--- config.mk ---
export PLATFORM = sky130hd
export DESIGN_NAME = coeff_center_pipe
export DESIGN_NICKNAME = d
export VERILOG_FILES = /design/src/rtl/coeff_center_pipe_pkg.sv /design/src/rtl/coeff_center_lane.sv /design/src/rtl/coeff_center_pipe.sv
export SDC_FILE = /design/constraint.sdc
export NUM_CORES = 1
export LEC_CHECK = 0
export BUFFER_PORTS_ARGS = -buffer_cell sky130_fd_sc_hd__buf_2
export CAP_MARGIN = 5
export CORE_ASPECT_RATIO = 0.8
export CORE_UTILIZATION = 50
export CTS_CLUSTER_SIZE = 10
export DETAILED_ROUTE_END_ITERATION = 6
export PLACE_DENSITY_LB_ADDON = 0.2
export SLEW_MARGIN = 30
export SYNTH_ARGS = -nofsm -noshare
export SYNTH_HDL_FRONTEND = slang
export SYNTH_SLANG_ARGS = --single-unit
--- constraint.sdc ---
create_clock -name clk -period 4.7 [get_ports clk]
set_clock_uncertainty 0.05 [all_clocks]
set_input_delay 0.47 -clock clk [delete_from_list [all_inputs] [get_ports clk]]
set_output_delay 0.47 -clock clk [all_outputs]
set_load 0.05 [all_outputs]
--- src/rtl/coeff_center_pipe_pkg.sv ---
// Shared constants, mode encodings and per-security-level parameters
// for the coefficient center/uncenter pipeline.
package coeff_center_pipe_pkg;

  localparam logic [31:0] Q       = 32'd8380417;
  localparam logic [31:0] T_CONST = 32'd4096;

  typedef enum logic [2:0] {
    M_NONE   = 3'd0,
    M_ETA    = 3'd1,
    M_T0     = 3'd2,
    M_T1     = 3'd3,
    M_GAMMA1 = 3'd4
  } mode_e;

  localparam logic DIR_UNCENTER = 1'b0;
  localparam logic DIR_CENTER   = 1'b1;

  // Reserved encodings 5..7 fold onto NONE.
  function automatic mode_e norm_mode(input logic [2:0] m);
    case (m)
      3'd1:    return M_ETA;
      3'd2:    return M_T0;
      3'd3:    return M_T1;
      3'd4:    return M_GAMMA1;
      default: return M_NONE;
    endcase
  endfunction

  function automatic logic [31:0] eta_of(input logic [2:0] sec_lvl);
    return (sec_lvl == 3'd3) ? 32'd4 : 32'd2;
  endfunction

  function automatic logic [31:0] gamma1_of(input logic [2:0] sec_lvl);
    return (sec_lvl == 3'd2) ? 32'd131072 : 32'd524288;
  endfunction

  // Centering constant K for the symmetric modes; zero where unused.
  function automatic logic [31:0] k_of(input mode_e m, input logic [2:0] sec_lvl);
    case (m)
      M_ETA:    return eta_of(sec_lvl);
      M_T0:     return T_CONST;
      M_GAMMA1: return gamma1_of(sec_lvl);
      default:  return 32'd0;
    endcase
  endfunction

endpackage

--- src/rtl/coeff_center_lane.sv ---
// One lane of the converter: stage 1 registers the operand, t1 and the
// comparisons; stage 2 registers the selected subtraction result and error.
module coeff_center_lane
  import coeff_center_pipe_pkg::*;
#(
  parameter int W = 23,
  parameter int D = 13
) (
  input  logic         clk,
  input  logic         rst,
  input  logic         s1_load_i,
  input  logic         s2_load_i,
  input  logic [W-1:0] v_i,
  input  mode_e        mode_i,
  input  logic         dir_i,
  input  logic [2:0]   sec_lvl_i,
  input  mode_e        mode_s1_i,
  input  logic         dir_s1_i,
  input  logic [2:0]   sec_lvl_s1_i,
  output logic [W-1:0] res_o,
  output logic         err_o
);

  localparam int TW = W - D + 1;

  logic [31:0]   v_ext, k_in;
  logic [TW-1:0] t1_d;
  logic          gt_d, err_d;

  logic [W-1:0]  v_q;
  logic [TW-1:0] t1_q;
  logic          gt_q, err1_q;

  logic [31:0]   v1_ext, t1_ext, k_s1;
  logic [W-1:0]  sym_d, res_d;

  logic [W-1:0]  res_q;
  logic          err_q;

  always_comb begin
    v_ext = 32'(v_i);
    k_in  = k_of(mode_i, sec_lvl_i);
    t1_d  = TW'((v_ext + T_CONST - 32'd1) >> D);
    gt_d  = v_ext > k_in;
    err_d = 1'b0;
    if (dir_i == DIR_UNCENTER) begin
      err_d = v_ext >= Q;
    end else begin
      case (mode_i)
        M_ETA:    err_d = v_ext > (eta_of(sec_lvl_i) << 1);
        M_T0:     err_d = v_ext >= (32'd1 << D);
        M_T1:     err_d = v_ext >= (32'd1 << (W - D));
        M_GAMMA1: err_d = v_ext >= (gamma1_of(sec_lvl_i) << 1);
        default:  err_d = v_ext >= Q;
      endcase
    end
  end

  always_ff @(posedge clk) begin
    if (!rst) begin
      v_q    <= '0;
      t1_q   <= '0;
      gt_q   <= 1'b0;
      err1_q <= 1'b0;
    end else if (s1_load_i) begin
      v_q    <= v_i;
      t1_q   <= t1_d;
      gt_q   <= gt_d;
      err1_q <= err_d;
    end
  end

  // ETA/GAMMA1 in both directions and T0 centering share the K-relative form.
  always_comb begin
    v1_ext = 32'(v_q);
    t1_ext = 32'(t1_q);
    k_s1   = k_of(mode_s1_i, sec_lvl_s1_i);
    sym_d  = gt_q ? W'(k_s1 + Q - v1_ext) : W'(k_s1 - v1_ext);
    res_d  = v_q;
    case (mode_s1_i)
      M_ETA, M_GAMMA1: res_d = sym_d;
      M_T0:   res_d = (dir_s1_i == DIR_UNCENTER) ? W'(T_CONST - v1_ext + (t1_ext << D)) : sym_d;
      M_T1:   res_d = (dir_s1_i == DIR_UNCENTER) ? W'(t1_ext) : W'(v1_ext << D);
      default: res_d = v_q;
    endcase
  end

  always_ff @(posedge clk) begin
    if (!rst) begin
      res_q <= '0;
      err_q <= 1'b0;
    end else if (s2_load_i) begin
      res_q <= res_d;
      err_q <= err1_q;
    end
  end

  assign res_o = res_q;
  assign err_o = err_q;

endmodule

--- src/rtl/coeff_center_pipe.sv ---
// Multi-lane, two-stage coefficient center/uncenter pipeline with
// valid/ready backpressure and a sticky range-error flag.
module coeff_center_pipe
  import coeff_center_pipe_pkg::*;
#(
  parameter int LANES = 4,
  parameter int W     = 23,
  parameter int D     = 13
) (
  input  logic               clk,
  input  logic               rst,
  input  logic               in_valid,
  output logic               in_ready,
  input  logic [LANES*W-1:0] in_data,
  input  logic [2:0]         in_mode,
  input  logic               in_dir,
  input  logic [2:0]         in_sec_lvl,
  input  logic               in_last,
  output logic               out_valid,
  input  logic               out_ready,
  output logic [LANES*W-1:0] out_data,
  output logic               out_last,
  output logic [LANES-1:0]   out_err,
  output logic               err_sticky,
  input  logic               err_clr
);

  logic       s1_valid_q, s2_valid_q;
  mode_e      mode_s1_q;
  logic       dir_s1_q;
  logic [2:0] sec_s1_q;
  logic       last_s1_q, last_s2_q;
  logic       err_sticky_q;

  mode_e      in_mode_n;
  logic       s2_adv, s1_load, s2_load;

  assign in_mode_n = norm_mode(in_mode);

  // S2 may take a new beat when empty or when its current beat leaves.
  assign s2_adv   = !s2_valid_q || out_ready;
  assign in_ready = !(s1_valid_q && s2_valid_q && !out_ready);
  assign s1_load  = in_valid && in_ready;
  assign s2_load  = s2_adv && s1_valid_q;

  always_ff @(posedge clk) begin
    if (!rst) begin
      s1_valid_q   <= 1'b0;
      s2_valid_q   <= 1'b0;
      mode_s1_q    <= M_NONE;
      dir_s1_q     <= DIR_UNCENTER;
      sec_s1_q     <= 3'd0;
      last_s1_q    <= 1'b0;
      last_s2_q    <= 1'b0;
      err_sticky_q <= 1'b0;
    end else begin
      if (in_ready) begin
        s1_valid_q <= in_valid;
      end
      if (s1_load) begin
        mode_s1_q <= in_mode_n;
        dir_s1_q  <= in_dir;
        sec_s1_q  <= in_sec_lvl;
        last_s1_q <= in_last;
      end
      if (s2_adv) begin
        s2_valid_q <= s1_valid_q;
      end
      if (s2_load) begin
        last_s2_q <= last_s1_q;
      end
      if (err_clr) begin
        err_sticky_q <= 1'b0;
      end else if (s2_valid_q && out_ready && |out_err) begin
        err_sticky_q <= 1'b1;
      end
    end
  end

  generate
    for (genvar gi = 0; gi < LANES; gi++) begin : g_lane
      coeff_center_lane #(
        .W (W),
        .D (D)
      ) u_lane (
        .clk          (clk),
        .rst          (rst),
        .s1_load_i    (s1_load),
        .s2_load_i    (s2_load),
        .v_i          (in_data[gi*W +: W]),
        .mode_i       (in_mode_n),
        .dir_i        (in_dir),
        .sec_lvl_i    (in_sec_lvl),
        .mode_s1_i    (mode_s1_q),
        .dir_s1_i     (dir_s1_q),
        .sec_lvl_s1_i (sec_s1_q),
        .res_o        (out_data[gi*W +: W]),
        .err_o        (out_err[gi])
      );
    end
  endgenerate

  assign out_valid  = s2_valid_q;
  assign out_last   = last_s2_q;
  assign err_sticky = err_sticky_q;

endmodule

* Word level (Yosys, flattened, before mapping)
Index checks and enable logic that the tools add are counted.
** Word-level totals
- Flip-flop bits (word level) :: 252
- Logic and storage cells :: 142
** Operators by class
- Magnitude comparators :: 24
- Bitwise logic cells :: 1
- Equal/unequal tests :: 16
- $add $sub $neg :: 25
- Reduce and logical (&&, ||, !) cells :: 13
- Muxes and demuxes :: 31
** Operators by type and width (number)
- $mux W23 :: 12
- $pmux W23 S3 :: 4
- $gt A23 B32 Y1 :: 6
- $sub A23 B23 Y23 :: 8
- $add A23 B13 Y24 const B :: 4
- $ge A23 B32 Y1 :: 3
- $pmux W32 S3 :: 1
- $sub A24 B1 Y24 const B :: 4
- $add A23 B23 Y23 :: 4
- $ge A23 B11 Y1 const B :: 4
- $ge A23 B14 Y1 const B :: 4
- $ge A23 B23 Y1 const B :: 4
- $sub A13 B23 Y23 const A :: 4
- $pmux W20 S3 :: 1
- $gt A23 B4 Y1 :: 2
- $mux W20 :: 2
- $eq A3 B2 Y1 const B :: 10
- $add A23 B23 Y23 const B :: 1
- $ge A23 B21 Y1 :: 1
- $pmux W1 S4 :: 4
- $pmux W3 S4 :: 1
- $eq A3 B1 Y1 const B :: 3
- $eq A3 B3 Y1 const B :: 3
- $logic_and A1 B1 Y1 :: 6
- 7 further kinds :: 14

* Depth between registers and ports, before layout
- Depth in word-level cells :: 8
- Gate-level depth with buffers :: 15
- Gate-level depth less buffers :: 14

* Modules after synthesis
From an unflattened synthesis, not the netlist that was laid out.
** Unflattened totals
- Cells, all modules :: 2868
- Area, all modules :: 21984.8 µm²
** By module, submodules not included
- coeff_center_lane at g_lane[0].u_lane ... :: cells each 685, instances 2, area an instance 5272.6 µm²
- coeff_center_lane at g_lane[3].u_lane :: cells each 741, instances 1, area an instance 5512.8 µm²
- coeff_center_lane at g_lane[2].u_lane :: cells each 700, instances 1, area an instance 5412.7 µm²
- coeff_center_pipe :: cells each 57, instances 1, area an instance 514.2 µm²

* Worst setup path before layout
Ideal clock, no wire load.
- Kind :: reg2reg
- Start point :: register mode_s1_q[1]
- End point :: register g_lane[0].u_lane.res_q[20]
- Path buffers :: 1
- Arrival time :: 3.294 ns
- Cell stages (with the launch flop) :: 15
- Period minus slack after synthesis :: 3.471 ns
- Slack :: 1.229 ns
- Required time :: 4.522 ns
- Cells stage by stage :: dfxtp_1 -> clkbuf_1 -> nor2_1 -> nand2_1 -> or4_1 -> ha_1 -> inv_1 -> ha_1 -> and3_1 -> a22o_1 -> a311oi_1 -> xnor2_1 -> a221oi_1 -> a2bb2oi_1 -> o31ai_1
** Between the ends
- Longest elaborated chain between the ends :: 7
** Ends and longest elaborated chain
- start, declared :: RTL line coeff_center_pipe.sv:29 : mode_e mode_s1_q;
- start signal, assigned :: RTL line coeff_center_pipe.sv:61 : mode_s1_q <= in_mode_n;
- $eq A3 B3 Y1 (tied with other cells) :: RTL line coeff_center_pipe_pkg.sv:40, coeff_center_lane.sv:80
- $pmux W20 S3 :: RTL line coeff_center_pipe_pkg.sv:40 : case (m)
- $add A23 B23 Y23 :: RTL line coeff_center_lane.sv:78 : sym_d = gt_q ? W'(k_s1 + Q - v1_ext) : W'(k_s1 - v1_ext);
- $sub A23 B23 Y23 :: RTL line coeff_center_lane.sv:78
- $mux W23 :: RTL line coeff_center_lane.sv:78
- $mux W23 :: RTL line coeff_center_lane.sv:82 : M_T0: res_d = (dir_s1_i == DIR_UNCENTER) ? W'(T_CONST - v1_ext + (t1_ext << D)) : sym_d;
- $pmux W23 S3 * :: RTL line coeff_center_lane.sv:80 : case (mode_s1_i)
- end signal, assigned :: RTL line coeff_center_lane.sv:93 : res_q <= res_d;
- end, declared :: RTL line coeff_center_lane.sv:37 : logic [W-1:0] res_q;
Mark *: on every way between the ends. The rest lies on a longest branch, timed or not.
A chain may end at the register's enable or synchronous reset.

* Worst setup path in the final report
- Start point :: register mode_s1_q[0]
- End point :: register g_lane[0].u_lane.res_q[22]
Same word-level chain as after synthesis.

==> metrics.txt <==
clock sinks 252; status finished, violations left; postcts setup bufs 0; Comb power frac 0.310; Die Ht 172 um; H-tree Lvls 1; Worst Tran Pin Value 0.993 ns; post-route minimum period 3.86 ns; CTS tree built; Internal 4.23 mW; Yosys reg bits 252; Die W 215 um; Clock Pin Slew Worst Setup and Hold Paths 0.06 ns; area of the die 36900 sq um; final hold slack 0.0532 ns; post-synthesis mux area share 0.00443; slew margin rel. 0.338; Mapped Cells 2457; gr usage total 0.386; placed insts 3016; clk buf depth 3; Synth area leaders dfxtp_1, ha_1, a21oi_1; Max-Cap Viols 0; sequential area share after synthesis 0.279; asr flop ratio synth 0; Tcrit/Tclk final 0.820; simple-gate area share of the yosys netlist 0.220; Mapped Avg Cell Area 7.36 sq um; 1st-iter DRT viols 2817; post-synthesis compound-gate area fraction 0.285; DR WL/cell 24.1 um; Sequential Power Share 0.370; worst min path class primary input to register; GPL Wtd Cong 1.04; peak supply drop 0.337 mV; switch share 0.372; PD cells 331 nW/um^2; required time worst endpoint 5.13 ns; CP Launch Type register; Synth warnings 0; Crit Path Class register to register; first-pass GRT wire length 108 mm; largest net degree at the start of global routing 101; Initial Util 0.514; core box area 35200 sq um; remaining routing DRC violations 4; clock group share of total power 0.321; Skew-Pair Late Insertion Delay 0.60 ns; TritonCTS Buffers 30; WP data arrival 4.28 ns; remaining global-route overflow 0; ant diodes 0; setup TNS 0 ns; most used flip-flop cell after synthesis dfxtp_1; vias in the first global route 17200; Rows 61; critical-path maximum fanout 4; Vias 19900; Synth Area in XOR/XNOR 0.0586; Max Fclk 259 MHz; Slew Viols, Final 0; Nets 2820; post-cts sizing count 0; setup violators final 0; Leak 8.29 nW; io pins 205; NetSw 2.51 mW; setup slack on the worst flop-to-flop path 0.84 ns; CP endpoint kind register; layout cells sized above 1 0.121; CTS root buf clkbuf_16; Post-synth EDFFs 0; top cell type's share of synthesized area 0.279; DRT Pass-1 Iters 7; Final Util 0.579; Vias/cell 6.50; Adder-Cell Fraction of Synth Area 0.0971; Yosys cell types 75; RSZ-0062 raised after global routing false; DPL Wire Length 55.5 mm; Synth Net Count 2700; # port buffers 204; fin cells 3057; post-synthesis cell area 18100 sq um; Hold Vio Cnt, Final 0; failing checks design-rule violations; area grow syn2layout 12.7%; Yosys top cell by area dfxtp_1; largest family of logic cells by synthesized area compound AO/OA/AOI/OAI gates; initial antenna violation count 0; WL final 73.8 mm; antenna-violating nets left 0
## layout make-up
type / instances / area (sq um)
Fill cell: 3405 / 14800
Sequential cell: 252 / 5040
Timing Repair Buffer: 247 / 1350
Inverter: 105 / 399
Clock inverter: 4 / 70.1
Multi-Input combinational cell: 1941 / 12100
Clock buffer: 36 / 793
Tap cell: 472 / 591
## flip-flops by register name (all words and copies together), names as in the netlist
name and cells:
g_lane.u_lane.t1_q 44, out_valid 1, g_lane.u_lane.res_o 92, g_lane.u_lane.err1_q 4
sec_s1_q 3, g_lane.u_lane.err_o 4, err_sticky 1, out_last 1
last_s1_q 1, g_lane.u_lane.v_q 92, dir_s1_q 1, mode_s1_q 3
g_lane.u_lane.gt_q 4, s1_valid_q 1
## layout by cell type (no fill, tap or decap), drive strengths merged, types with 14 or more instances in the layout
cell,netlist,final
a211oi,74,74
a21o,27,27
buf,22,246
nor4,22,22
ha,134,134
nand2,353,353
and3,14,14
nand3,50,50
xnor2,77,77
nor2b,27,27
a21oi,278,278
clkbuf,137,36
dfxtp,252,252
o31ai,18,18
xor2,44,44
or3,20,20
nand4,17,17
o22ai,14,14
a311oi,16,16
nor3,78,78
o21a,17,17
inv,105,105
nand2b,22,22
a221oi,53,53
nor2,198,198
a31oi,22,22
o21ai,167,167
## what timing repair did
item                                    in CTS  in global routing
hold endpoints to repair                     1                  0
endpoints found under the setup margin       0                  0
hold buffers                                 1                  0
## power by group through the flow
stage	clock [mW]	sequential, mW	combinational (mW)
floorplan	0	2.59	1.29
global placement	0	2.51	1.99
detailed placement	0	2.51	2.01
CTS	2.18	2.47	2.02
global route	2.26	2.50	2.25
finish	2.16	2.49	2.09
## final timing paths
kind	cells after the start	to	from
worst min-delay path	3	last_s1_q$_SDFFE_PN0P_	in_last
worst max-delay path	14	g_lane[0].u_lane.res_o[22]$_SDFFE_PN0P_	mode_s1_q[0]$_SDFFE_PN0P_
worst min register to register	2	g_lane[1].u_lane.v_q[19]$_SDFFE_PN0P_	g_lane[1].u_lane.v_q[19]$_SDFFE_PN0P_
worst max register to register	14	g_lane[0].u_lane.res_o[22]$_SDFFE_PN0P_	mode_s1_q[0]$_SDFFE_PN0P_
## critical path: stages, from the launching register on
cell and delay [ns]:
dfxtp_1 0.31, nor2_1 0.10, buf_4 0.18, nand2_1 0.09, or4_1 0.65, ha_1 0.38
inv_1 0.04, ha_1 0.32, and3_1 0.22, a22o_1 0.24, a311oi_1 0.43, o21ai_0 0.20
xnor2_1 0.17, a211oi_1 0.25, nor3_1 0.09
## metal layers
metal  part of all wire  track usage
met5                  0            0
met1               0.46        0.593
met3               0.16        0.154
met2               0.35        0.482
met4              0.021       0.0798
## synthesized netlist by cell type, drive strengths merged (14+ instances only)
master	n
and3	14
nand3	50
clkbuf	137
a311oi	16
nor3	78
inv	105
a21oi	278
a211oi	74
o21a	17
o21ai	167
a21o	27
nor2	198
or3	20
o31ai	18
a31oi	22
dfxtp	252
ha	134
nand2b	22
a221oi	53
buf	22
nor2b	27
xnor2	77
nor4	22
o22ai	14
xor2	44
nand4	17
nand2	353
## cell families after synthesis
family | after synthesis
compound gates | 808
buf+inv | 264
simple gates | 866
fa+ha+maj | 138
flops | 252
xor+xnor | 121
mux | 8
## metrics by stage
step	area [sq um]	power, mW	setup slack, ns
final	20400	6.74	0.844
after global routing	20400	7.00	0.695
after detailed placement	19500	4.52	0.979
after CTS	20400	6.67	0.940
after floorplan	18100	3.88	1.23
after global placement	19500	4.50	0.912
Note: power is estimated with default switching activity, not from simulation.
